==> config.mk <==
export PLATFORM = sky130hd
export DESIGN_NAME = fxp_div_pipe_flat
export DESIGN_NICKNAME = d
export VERILOG_FILES = /design/src/rtl/fxp_div_pipe_if.sv /design/src/rtl/fxp_div_pipe.sv /design/src/flat_wrapper.sv
export SDC_FILE = /design/constraint.sdc
export NUM_CORES = 2
export LEC_CHECK = 0
export BUFFER_PORTS_ARGS = -buffer_cell sky130_fd_sc_hd__buf_4
export CORE_ASPECT_RATIO = 0.5
export CORE_MARGIN = 4
export CORE_UTILIZATION = 35
export CTS_BUF_LIST = sky130_fd_sc_hd__clkbuf_2
export DETAILED_ROUTE_END_ITERATION = 8
export GPL_TIMING_DRIVEN = 0
export PLACE_DENSITY = 0.55
export SLEW_MARGIN = 20
export SYNTH_ARGS = -nofsm -noshare
export SYNTH_HDL_FRONTEND = slang
export SYNTH_SLANG_ARGS = --single-unit
export TNS_END_PERCENT = 1
==> constraint.sdc <==
create_clock -name clk -period 31.7 [get_ports clk]
set_input_delay 1.585 -clock clk [delete_from_list [all_inputs] [get_ports clk]]
set_output_delay 1.585 -clock clk [all_outputs]
set_load 0.02 [all_outputs]
==> src/rtl/fxp_div_pipe_if.sv <==
// Operand/result bundle for the streaming fixed-point divider.
//
// Signals:
//   dividend  WIIA+WIFA bits, signed fixed-point numerator
//   divisor   WIIB+WIFB bits, signed fixed-point denominator
//   out       WOI+WOF bits, signed fixed-point quotient (registered in the divider)
//   overflow  quotient saturated (range overflow or divide by zero)
//
// Modports:
//   master  the producer of operands / consumer of results
//   slave   the divider itself
interface fxp_div_pipe_if #(
    parameter int WIIA = 8,
    parameter int WIFA = 8,
    parameter int WIIB = 8,
    parameter int WIFB = 8,
    parameter int WOI  = 8,
    parameter int WOF  = 8
) ();
    logic [WIIA+WIFA-1:0] dividend;
    logic [WIIB+WIFB-1:0] divisor;
    logic [WOI+WOF-1:0]   out;
    logic                 overflow;

    modport master (output dividend, output divisor, input out, input overflow);
    modport slave  (input dividend, input divisor, output out, output overflow);
endinterface

==> src/rtl/fxp_div_pipe.sv <==
// Fully pipelined signed fixed-point divider.
//
// Accepts one dividend/divisor pair every clock and returns the saturated,
// optionally rounded quotient WOI+WOF+3 cycles later. No handshaking.
//
// Ports:
//   clk   single clock, rising edge
//   rstn  asynchronous reset, ACTIVE HIGH (1 = reset) despite the name
//   bus   fxp_div_pipe_if.slave: dividend/divisor in, out/overflow out
//
// Pipeline:
//   stage 0        sign, |A|, |B|, divide-by-zero flag
//   WOI+WOF+1      restoring shift-subtract stages, one quotient bit each,
//                  MSB first; the last bit is a guard bit for rounding
//   output stage   round, apply sign, saturate
module fxp_div_pipe #(
    parameter int WIIA  = 8,
    parameter int WIFA  = 8,
    parameter int WIIB  = 8,
    parameter int WIFB  = 8,
    parameter int WOI   = 8,
    parameter int WOF   = 8,
    parameter bit ROUND = 1'b1
) (
    input  logic           clk,
    input  logic           rstn,
    fxp_div_pipe_if.slave  bus
);
    localparam int WA = WIIA + WIFA;
    localparam int WB = WIIB + WIFB;
    localparam int WO = WOI + WOF;
    localparam int NQ = WO + 1;                  // quotient bits incl. guard bit
    localparam int SH = WIFB - WIFA + WOF + 1;   // numerator alignment
    localparam int NW = (SH > 0) ? WA + SH : WA; // aligned numerator width
    localparam int RW = WB + 1;                  // trial remainder width
    localparam int CW = ((NW > WB) ? NW : WB) + 1;

    localparam logic [NQ-1:0] POS_LIM = {2'b00, {(WO-1){1'b1}}};
    localparam logic [NQ-1:0] NEG_LIM = {2'b01, {(WO-1){1'b0}}};
    localparam logic [WO-1:0] OUT_MAX = {1'b0, {(WO-1){1'b1}}};
    localparam logic [WO-1:0] OUT_MIN = {1'b1, {(WO-1){1'b0}}};
    localparam logic [NQ:0]   RND_INC = ROUND ? (NQ+1)'(1) : '0;

    // ------------------------------------------------------------------
    // Stage 0: magnitudes and sign
    // ------------------------------------------------------------------
    logic [WA-1:0] absa_next;
    logic [WB-1:0] absb_next;
    logic [WA-1:0] s0_absa_reg;
    logic [WB-1:0] s0_absb_reg;
    logic          s0_sign_reg;
    logic          s0_dz_reg;

    // WA bits unsigned hold the magnitude of the most negative code.
    assign absa_next = bus.dividend[WA-1] ? (~bus.dividend) + WA'(1) : bus.dividend;
    assign absb_next = bus.divisor[WB-1]  ? (~bus.divisor)  + WB'(1) : bus.divisor;

    always_ff @(posedge clk or posedge rstn) begin
        if (rstn) begin
            s0_absa_reg <= '0;
            s0_absb_reg <= '0;
            s0_sign_reg <= 1'b0;
            s0_dz_reg   <= 1'b0;
        end else begin
            s0_absa_reg <= absa_next;
            s0_absb_reg <= absb_next;
            s0_sign_reg <= bus.dividend[WA-1] ^ bus.divisor[WB-1];
            s0_dz_reg   <= (bus.divisor == '0);
        end
    end

    // Aligned numerator N so that floor(N/|B|) is the quotient with one
    // guard bit below the output LSB.
    logic [NW-1:0] num0;
    if (SH >= 0) begin : g_shl
        assign num0 = NW'(s0_absa_reg) << SH;
    end else begin : g_shr
        assign num0 = NW'(s0_absa_reg >> (-SH));
    end

    // Bits of N above the quotient window: if they alone are >= |B| the
    // quotient has a set bit above the window, i.e. it cannot be represented.
    // A zero divisor never reports sticky here; a cleared stage 0 (after
    // reset) therefore flows through as a plain zero result, and a real
    // divide by zero is handled by the dz flag in the output stage.
    logic [CW-1:0] hi_ext;
    logic [CW-1:0] den_ext;
    logic          sticky0;
    logic [WB-1:0] rem0;
    logic [NQ-1:0] low0;

    assign hi_ext  = CW'(num0 >> NQ);
    assign den_ext = CW'(s0_absb_reg);
    assign sticky0 = (s0_absb_reg != '0) && (hi_ext >= den_ext);
    assign rem0    = sticky0 ? '0 : hi_ext[WB-1:0];
    assign low0    = NQ'(num0);

    // ------------------------------------------------------------------
    // Quotient stages: stage gi produces quotient bit NQ-1-gi
    // ------------------------------------------------------------------
    for (genvar gi = 0; gi < NQ; gi++) begin : g_stage
        localparam int BIT = NQ - 1 - gi;

        // Only the numerator bits not yet consumed travel down the pipe.
        logic [BIT:0]   low_in;
        logic [WB-1:0]  den_in;
        logic [WB-1:0]  rem_in;
        logic [NQ-1:0]  quo_in;
        logic           sign_in;
        logic           dz_in;
        logic           sticky_in;

        logic [RW-1:0]  trial;
        logic           ge;
        logic [NQ-1:0]  quo_reg;
        logic           sign_reg;
        logic           dz_reg;
        logic           sticky_reg;

        if (gi == 0) begin : g_src
            assign low_in    = low0;
            assign den_in    = s0_absb_reg;
            assign rem_in    = rem0;
            assign quo_in    = '0;
            assign sign_in   = s0_sign_reg;
            assign dz_in     = s0_dz_reg;
            assign sticky_in = sticky0;
        end else begin : g_src
            assign low_in    = g_stage[gi-1].g_carry.low_reg;
            assign den_in    = g_stage[gi-1].g_carry.den_reg;
            assign rem_in    = g_stage[gi-1].g_carry.rem_reg;
            assign quo_in    = g_stage[gi-1].quo_reg;
            assign sign_in   = g_stage[gi-1].sign_reg;
            assign dz_in     = g_stage[gi-1].dz_reg;
            assign sticky_in = g_stage[gi-1].sticky_reg;
        end

        // Remainder stays below |B|, so it fits WB bits before the shift.
        assign trial = {rem_in, low_in[BIT]};
        assign ge    = (den_in != '0) && (trial >= {1'b0, den_in});

        always_ff @(posedge clk or posedge rstn) begin
            if (rstn) begin
                quo_reg    <= '0;
                sign_reg   <= 1'b0;
                dz_reg     <= 1'b0;
                sticky_reg <= 1'b0;
            end else begin
                quo_reg    <= quo_in | (NQ'(ge) << BIT);
                sign_reg   <= sign_in;
                dz_reg     <= dz_in;
                sticky_reg <= sticky_in;
            end
        end

        // Remainder, divisor and remaining numerator bits are only needed
        // by a following quotient stage.
        if (gi < NQ - 1) begin : g_carry
            logic [BIT-1:0] low_reg;
            logic [WB-1:0]  den_reg;
            logic [WB-1:0]  rem_reg;
            logic [WB-1:0]  rem_next;

            assign rem_next = ge ? WB'(trial - {1'b0, den_in}) : trial[WB-1:0];

            always_ff @(posedge clk or posedge rstn) begin
                if (rstn) begin
                    low_reg <= '0;
                    den_reg <= '0;
                    rem_reg <= '0;
                end else begin
                    low_reg <= low_in[BIT-1:0];
                    den_reg <= den_in;
                    rem_reg <= rem_next;
                end
            end
        end
    end

    // ------------------------------------------------------------------
    // Output stage: round, sign, saturate
    // ------------------------------------------------------------------
    logic [NQ-1:0] m_fin;
    logic          sign_fin;
    logic          dz_fin;
    logic          sticky_fin;
    logic [NQ:0]   m_sum;
    logic [NQ-1:0] mag;
    logic [WO-1:0] out_next;
    logic          ovf_next;
    logic [WO-1:0] out_reg;
    logic          ovf_reg;

    assign m_fin      = g_stage[NQ-1].quo_reg;
    assign sign_fin   = g_stage[NQ-1].sign_reg;
    assign dz_fin     = g_stage[NQ-1].dz_reg;
    assign sticky_fin = g_stage[NQ-1].sticky_reg;

    // Adding one at the guard bit then dropping it rounds half away from
    // zero on the magnitude; without it the drop truncates toward zero.
    assign m_sum = {1'b0, m_fin} + RND_INC;
    assign mag   = NQ'(m_sum >> 1);

    always_comb begin
        out_next = '0;
        ovf_next = 1'b0;
        if (dz_fin) begin
            // With a zero divisor the sign flag equals the dividend's sign.
            out_next = sign_fin ? OUT_MIN : OUT_MAX;
            ovf_next = 1'b1;
        end else if (!sign_fin) begin
            if (sticky_fin || (mag > POS_LIM)) begin
                out_next = OUT_MAX;
                ovf_next = 1'b1;
            end else begin
                out_next = mag[WO-1:0];
            end
        end else begin
            if (sticky_fin || (mag > NEG_LIM)) begin
                out_next = OUT_MIN;
                ovf_next = 1'b1;
            end else begin
                out_next = WO'(NQ'(0) - mag);
            end
        end
    end

    always_ff @(posedge clk or posedge rstn) begin
        if (rstn) begin
            out_reg <= '0;
            ovf_reg <= 1'b0;
        end else begin
            out_reg <= out_next;
            ovf_reg <= ovf_next;
        end
    end

    assign bus.out      = out_reg;
    assign bus.overflow = ovf_reg;
endmodule

==> src/flat_wrapper.sv <==
// flat-port wrapper written by rule: the top's interface ports become plain ports
module fxp_div_pipe_flat 
#(
    parameter int WIIA  = 8,
    parameter int WIFA  = 8,
    parameter int WIIB  = 8,
    parameter int WIFB  = 8,
    parameter int WOI   = 8,
    parameter int WOF   = 8,
    parameter bit ROUND = 1'b1
)
  (clk, rstn, bus_dividend, bus_divisor, bus_out, bus_overflow);
  fxp_div_pipe_if #(.WIIA(WIIA), .WIFA(WIFA), .WIIB(WIIB), .WIFB(WIFB), .WOI(WOI), .WOF(WOF)) bus_i ();
  input  logic clk;
  input  logic rstn;
  input wire logic [$bits(bus_i.dividend)-1:0] bus_dividend;
  input wire logic [$bits(bus_i.divisor)-1:0] bus_divisor;
  output wire logic [$bits(bus_i.out)-1:0] bus_out;
  output wire logic [$bits(bus_i.overflow)-1:0] bus_overflow;
  assign bus_i.dividend = bus_dividend;
  assign bus_i.divisor = bus_divisor;
  assign bus_out = bus_i.out;
  assign bus_overflow = bus_i.overflow;
  fxp_div_pipe #(.WIIA(WIIA), .WIFA(WIFA), .WIIB(WIIB), .WIFB(WIFB), .WOI(WOI), .WOF(WOF), .ROUND(ROUND)) u_core (.clk(clk), .rstn(rstn), .bus(bus_i));
endmodule
Word-level counts from Yosys, hierarchy flattened
Index checks and enable logic that the tools add are counted.
Widths: inputs -> output; s select.
- register bits after elaboration: 915
- bits in latches: 0
- bits in writable memories: 0
- memory bits (read-only): 0
- bits of input ports: 34
- output and inout port bits: 17
- word-level logic and storage cells: 238
- memories: 0
- add/sub/neg operators: 20
- multipliers: 0
- divide/modulo/power cells: 0
- $lt $le $gt $ge: 20
- equality and inequality tests: 0
- shift operators: 0
- multiplexer cells: 28
- bitwise gates (word level): 19
- reduce and logical (&&, ||, !) cells: 38
- operators with widths (kind ; number):
    $mux 16 ; 23
    $ge 17x16->1 ; 17
    $reduce_bool 16->1 ; 17
    $sub 16x16->16 ; 16
    $add 16x1->16 const B ; 2
    $not 16->16 ; 2
    $add 17x1->18 const B ; 1
    $logic_and 1x1->1 ; 18
    $gt 17x15->1 const B ; 1
    $gt 17x16->1 const B ; 1
    $or 17x1->17 ; 1
    $or 17x10->17 ; 1
    $or 17x11->17 ; 1
    $or 17x12->17 ; 1
    $or 17x13->17 ; 1
    $or 17x14->17 ; 1
    $or 17x15->17 ; 1
    $or 17x16->17 ; 1
    $or 17x2->17 ; 1
    $or 17x3->17 ; 1
    $or 17x4->17 ; 1
    $or 17x5->17 ; 1
    $or 17x6->17 ; 1
    $or 17x7->17 ; 1
    9 further kinds ; 13

Logic depth before layout (Yosys ltp)
- depth in word-level cells: 6
- gate-level depth with buffers: 18
- mapped depth without buffers: 17

Worst setup path before layout
OpenSTA, ideal clock, no wires.
- kind: register -> register
- from: register u_core.s0_absb_reg[0] (netlist: u_core.g_stage[0].den_in[0])
- to: register u_core.g_stage[0].g_carry.rem_reg[8]
- setup time: 128 ps
- arrival time: 3793 ps
- data required time: 31572 ps
- slack: 27780 ps
- cell stages (with the launch flop): 17
- path buffers: 2
- period minus slack after synthesis: 3920 ps
- cell sequence: dfrtp_1 ha_1 nand2b_1 a21o_1 a21o_1 a211oi_1 o21ai_1 a21boi_0 ha_1 or2_2 a21oi_1 a21oi_1 a21oi_1 a21o_1 clkbuf_1 buf_1 mux2_1
- cells in the longest elaborated chain, start to end: 6
- elaborated cells between the ends (all ways): 8
- those cells by class: add/sub: 1; order compare: 2; mux: 2; reduce/logical: 3
- ends and longest elaborated chain (element ; line ; source):
    start: declaration ; fxp_div_pipe.sv:50 ; logic [WB-1:0] s0_absb_reg;
    start signal: assignment ; fxp_div_pipe.sv:66 ; s0_absb_reg <= absb_next;
    $ge 8x16->1 or $reduce_bool 16->1 (tied branches) ; fxp_div_pipe.sv:94, fxp_div_pipe.sv:140 ;
    $logic_and 1x1->1 ; fxp_div_pipe.sv:94 ; assign sticky0 = (s0_absb_reg != '0) && (hi_ext >= den_ext);
    $mux 8 ; fxp_div_pipe.sv:95 ; assign rem0 = sticky0 ? '0 : hi_ext[WB-1:0];
    $ge 17x16->1 ; fxp_div_pipe.sv:140 ; assign ge = (den_in != '0) && (trial >= {1'b0, den_in});
    $logic_and 1x1->1 ; fxp_div_pipe.sv:140 ;
    $mux 16 (*) ; fxp_div_pipe.sv:164 ; assign rem_next = ge ? WB'(trial - {1'b0, den_in}) : trial[WB-1:0];
    net u_core.g_stage[0].g_carry.rem_next[8] ; fxp_div_pipe.sv:162 ; logic [WB-1:0] rem_next;
    end signal: assignment ; fxp_div_pipe.sv:174 ; rem_reg <= rem_next;
    end: declaration ; fxp_div_pipe.sv:161 ; logic [WB-1:0] rem_reg;
Mark *: on every way through the listed nets, which the timed path passes. The rest lies on a longest branch.

Worst setup path after layout
Ends and elaborated chain as after synthesis.

==> results.py <==
metrics = {
    "route": {
        "ant_nets": 0,
        "totalWireLength_um": 83140,
        "wl_per_cell_um": 16.05,
        "drt_iter0_markers": 1248,
        "vias_per_cell": 4.949,
        "drc": 0,
        "first_pass_iters": 5,
        "num_vias": 25640,
    },
    "sta": {
        "finalHoldViolations": 0,
        "fin_crit_sh_pct": 15.25,
        "fin_ws_ns": 26.87,
        "grt_setup_unrepaired": "no",
        "finClkSkew_ns": 0.1150,
        "drv_slew": 0,
        "relSlewSlack_pct": 30.38,
        "max_clock_freq_ghz": 0.2068,
        "finalSetupTns_ns": 0,
        "min_period_ns": 4.834,
        "setup_violations": 0,
        "worst_pin_slew_ns": 1.033,
    },
    "status": {
        "status": "finished clean",
    },
    "grt": {
        "antenna_found_initial": 2,
        "grt_pass1_wl_um": 137100,
        "grt_max_degree": 111,
        "grt-ovfl-total": 0,
        "grt_pass1_vias": 27060,
        "groute.usage.overall_pct": 14.47,
    },
    "synth": {
        "synth_top_cell_by_area": "dfrtp_1",
        "syn_inst": 3374,
        "synth_area_per_cell_um2": 11.38,
        "async_flop_share_pct": 100.0,
        "synthAdderAreaFrac_pct": 9.859,
        "synth_top_family_by_area": "compound AO/OA/AOI/OAI gates",
        "synth_seq_cells": 795,
        "synth.net_count": 3701,
        "yosysUniqueCellTypes": 88,
        "synthTopCellsByArea": "dfrtp_1 52%, ha_1 9.0%, mux2_2 5.9%, inv_1 3.5%, xnor2_1 3.3%",
        "synth_top_area_share_pct": 51.81,
        "synth_edf_count": 0,
        "synthXorXnorAreaFrac_pct": 4.333,
        "synth_compound_area_share_pct": 12.15,
        "yosys_warnings": 0,
        "synth.area.mux_share_pct": 6.907,
        "synth_seq_area_share_pct": 51.81,
        "synth_simple_gate_area_share_pct": 10.93,
        "synthFlopType": "dfrtp_1",
        "synthesis.area_um2": 38400,
    },
    "clocking": {
        "htree_num_levels": 4,
        "post-cts-setup-buffer-count": 0,
        "cts_resized": 0,
        "clock_sinks": 795,
        "numCtsBuffers": 177,
        "clk_latency_ns": 1.46,
        "clk_pin_slew_ns": 0.11,
        "hold_buffers": 0,
        "cts-root-buf": "clkbuf_2",
        "cts_tree": "yes",
        "clockBufferDepth": 3,
    },
    "pwr": {
        "pwr-share-seq_pct": 36.4,
        "pwr-share-comb_pct": 47.2,
        "p_total_uw": 3897,
        "p_clk_share_pct": 16.4,
        "switching_share_pct": 39.10,
        "power_density_nw_per_um2": 91.98,
        "p_int_uw": 2373,
        "max-vdd-ir-drop_mv": 0.03846,
        "power.leakage_uw": 0.02006,
        "p_switching_uw": 1524,
    },
    "worst_setup_path": {
        "cp_slowest_stage_delay_ns": 0.53,
        "worst_path_most_repeated_cell": "a21o_1",
        "crit_path_max_fanout": 10,
        "setup.worst_path.class": "reg2reg",
        "cp_num_buf_inv": 2,
        "arrival_ns": 6.15,
        "startpoint_type": "register",
        "endpoint_kind": "register",
        "cp_slowest_cell": "buf_1",
        "worstPathRequired_ns": 33.01,
        "crit_chain": "ha_1 -> nand2b_1 -> a21o_1 -> a21o_1 -> a211oi_1 -> o21ai_1 -> a21oi_1 -> ha_1 -> nor2b_1 -> o21ai_0 -> a21o_1 -> a21oi_1 -> a21oi_1 -> a21o_1 -> clkbuf_1 -> buf_1 -> mux2_1",
        "crit_family": "compound AO/OA/AOI/OAI gates",
    },
    "floorplanning": {
        "start_util_pct": 35.47,
        "row_count": 85,
        "ios": 51,
        "dieArea_um2": 115400,
        "placeableCoreArea_um2": 108300,
        "die_h_um": 242.2,
        "die_width_um": 476.4,
    },
    "cells_and_area": {
        "area_growth_syn_to_layout_pct": 10.32,
        "final_core_utilization_pct": 39.13,
        "drive_above_1_share_pct": 17.14,
        "nets": 3936,
    },
    "placement": {
        "post-place-ws_ns": 26.87,
        "port_buffers": 49,
        "gp_congestion": 0.8914,
        "hpwlAfterDp_um": 61830,
    },
    "min_path": {
        "hold_class": "in2async",
    },
    "run": {
        "cap_viol_max_count": 0,
    },
}
==> kinds of logic (layout without fill, tap and decap cells) <==
| group | Yosys count | count (layout) |
|---|---|---|
| simple gates | 802 | 802 |
| flops | 795 | 795 |
| compound gates | 661 | 661 |
| buf+inv | 394 | 760 |
| fa+ha+maj | 293 | 293 |
| mux | 239 | 239 |
| xor+xnor | 190 | 190 |
| other cells | 0 | 6 |
==> cell type report <==
| type | instances | area (um2) |
|---|---|---|
| diodes | 6 | 15.01 |
| plain buffers | 30 | 176.4 |
| clock buffers | 260 | 1301 |
| clock inverters | 50 | 284.0 |
| fillers | 10490 | 65900 |
| inverters | 364 | 1374 |
| multi-input cells | 2185 | 16970 |
| flip-flops and latches | 795 | 19890 |
| well taps | 1435 | 1795 |
| repair buffers | 56 | 560.5 |
==> power by group through the flow <==
stage                     registers (uW)  logic, uW  clock network (uW)
after floorplan                     1400       1440                   0
after global placement              1440       1780                   0
after detailed placement            1440       1820                   0
after CTS                           1420       1840                 679
after global routing                1450       2040                 726
final                               1420       1840                 638
==> cell usage after synthesis, drive strengths merged (25+ instances only) <==
| cell type | number |
|---|---|
| a21oi | 173 |
| nor2 | 202 |
| nor2b | 42 |
| or2 | 31 |
| nand4 | 63 |
| o21a | 76 |
| xnor2 | 143 |
| nand3 | 45 |
| nand2 | 122 |
| and3 | 44 |
| a21boi | 25 |
| a21o | 79 |
| o31ai | 29 |
| dfrtp | 795 |
| inv | 363 |
| mux2i | 31 |
| xor2 | 47 |
| ha | 277 |
| nor3 | 64 |
| nor4 | 96 |
| mux2 | 208 |
| o21ai | 72 |
==> worst paths after layout <==
path	start	slack, ns	endpoint	cells past startpoint
worst max-delay path	u_core.g_stage[0].den_in[0]	26.87	u_core.g_stage[0].g_carry.rem_reg[8]	17
worst min register to register	u_core.g_stage[12].quo_reg[12]	0.31	u_core.g_stage[13].quo_reg[12]	0
max in group asynchronous	rstn	29.68	u_core.g_stage[13].quo_reg[3]	5
worst min-delay path	rstn	0.29	u_core.g_stage[10].quo_reg[12]	2
min in group clk	bus_dividend[0]	0.30	u_core.s0_absa_reg[0]	1
worst max register to register	u_core.g_stage[0].den_in[0]	26.87	u_core.g_stage[0].g_carry.rem_reg[8]	17
==> routing by layer <==
metal | routed length, um | up-vias | part of all wire (%) | global-route usage [%]
met5 | 0 | - | 0 | 0
li1 | - | 12510 | - | -
met4 | 3278 | 0 | 3.9 | 7.048
met2 | 41380 | 468 | 50 | 25.46
met1 | 35520 | 12440 | 43 | 16.73
met3 | 2966 | 216 | 3.6 | 3.187
==> stage by stage <==
| step | hold WS (ns) | instances | instance area (um2) |
|---|---|---|---|
| floorplan | 0.3312 | 3374 | 38400 |
| global placement | 0.3314 | 4858 | 40570 |
| detailed placement | 0.3347 | 4865 | 40770 |
| CTS | 0.01932 | 5175 | 42350 |
| global route | 0.08346 | 5181 | 42370 |
| finish | 0.2885 | 5181 | 42370 |
==> cells in the final DEF, fill, tap and decap left out, types with 32 or more instances in the layout <==
master,instances
dfrtp_1,795
inv_1,361
ha_1,277
clkbuf_2,260
nor2_1,202
mux2_2,201
a21oi_1,172
xnor2_1,143
nand2_1,122
nor4_1,95
a21o_1,79
o21a_1,76
o21ai_0,68
nor3_1,64
nand4_1,61
buf_4,50
xor2_1,47
nand3_1,43
and3_1,43
nor2b_1,42
clkinv_1,32
(Power assumes the default switching activity.)
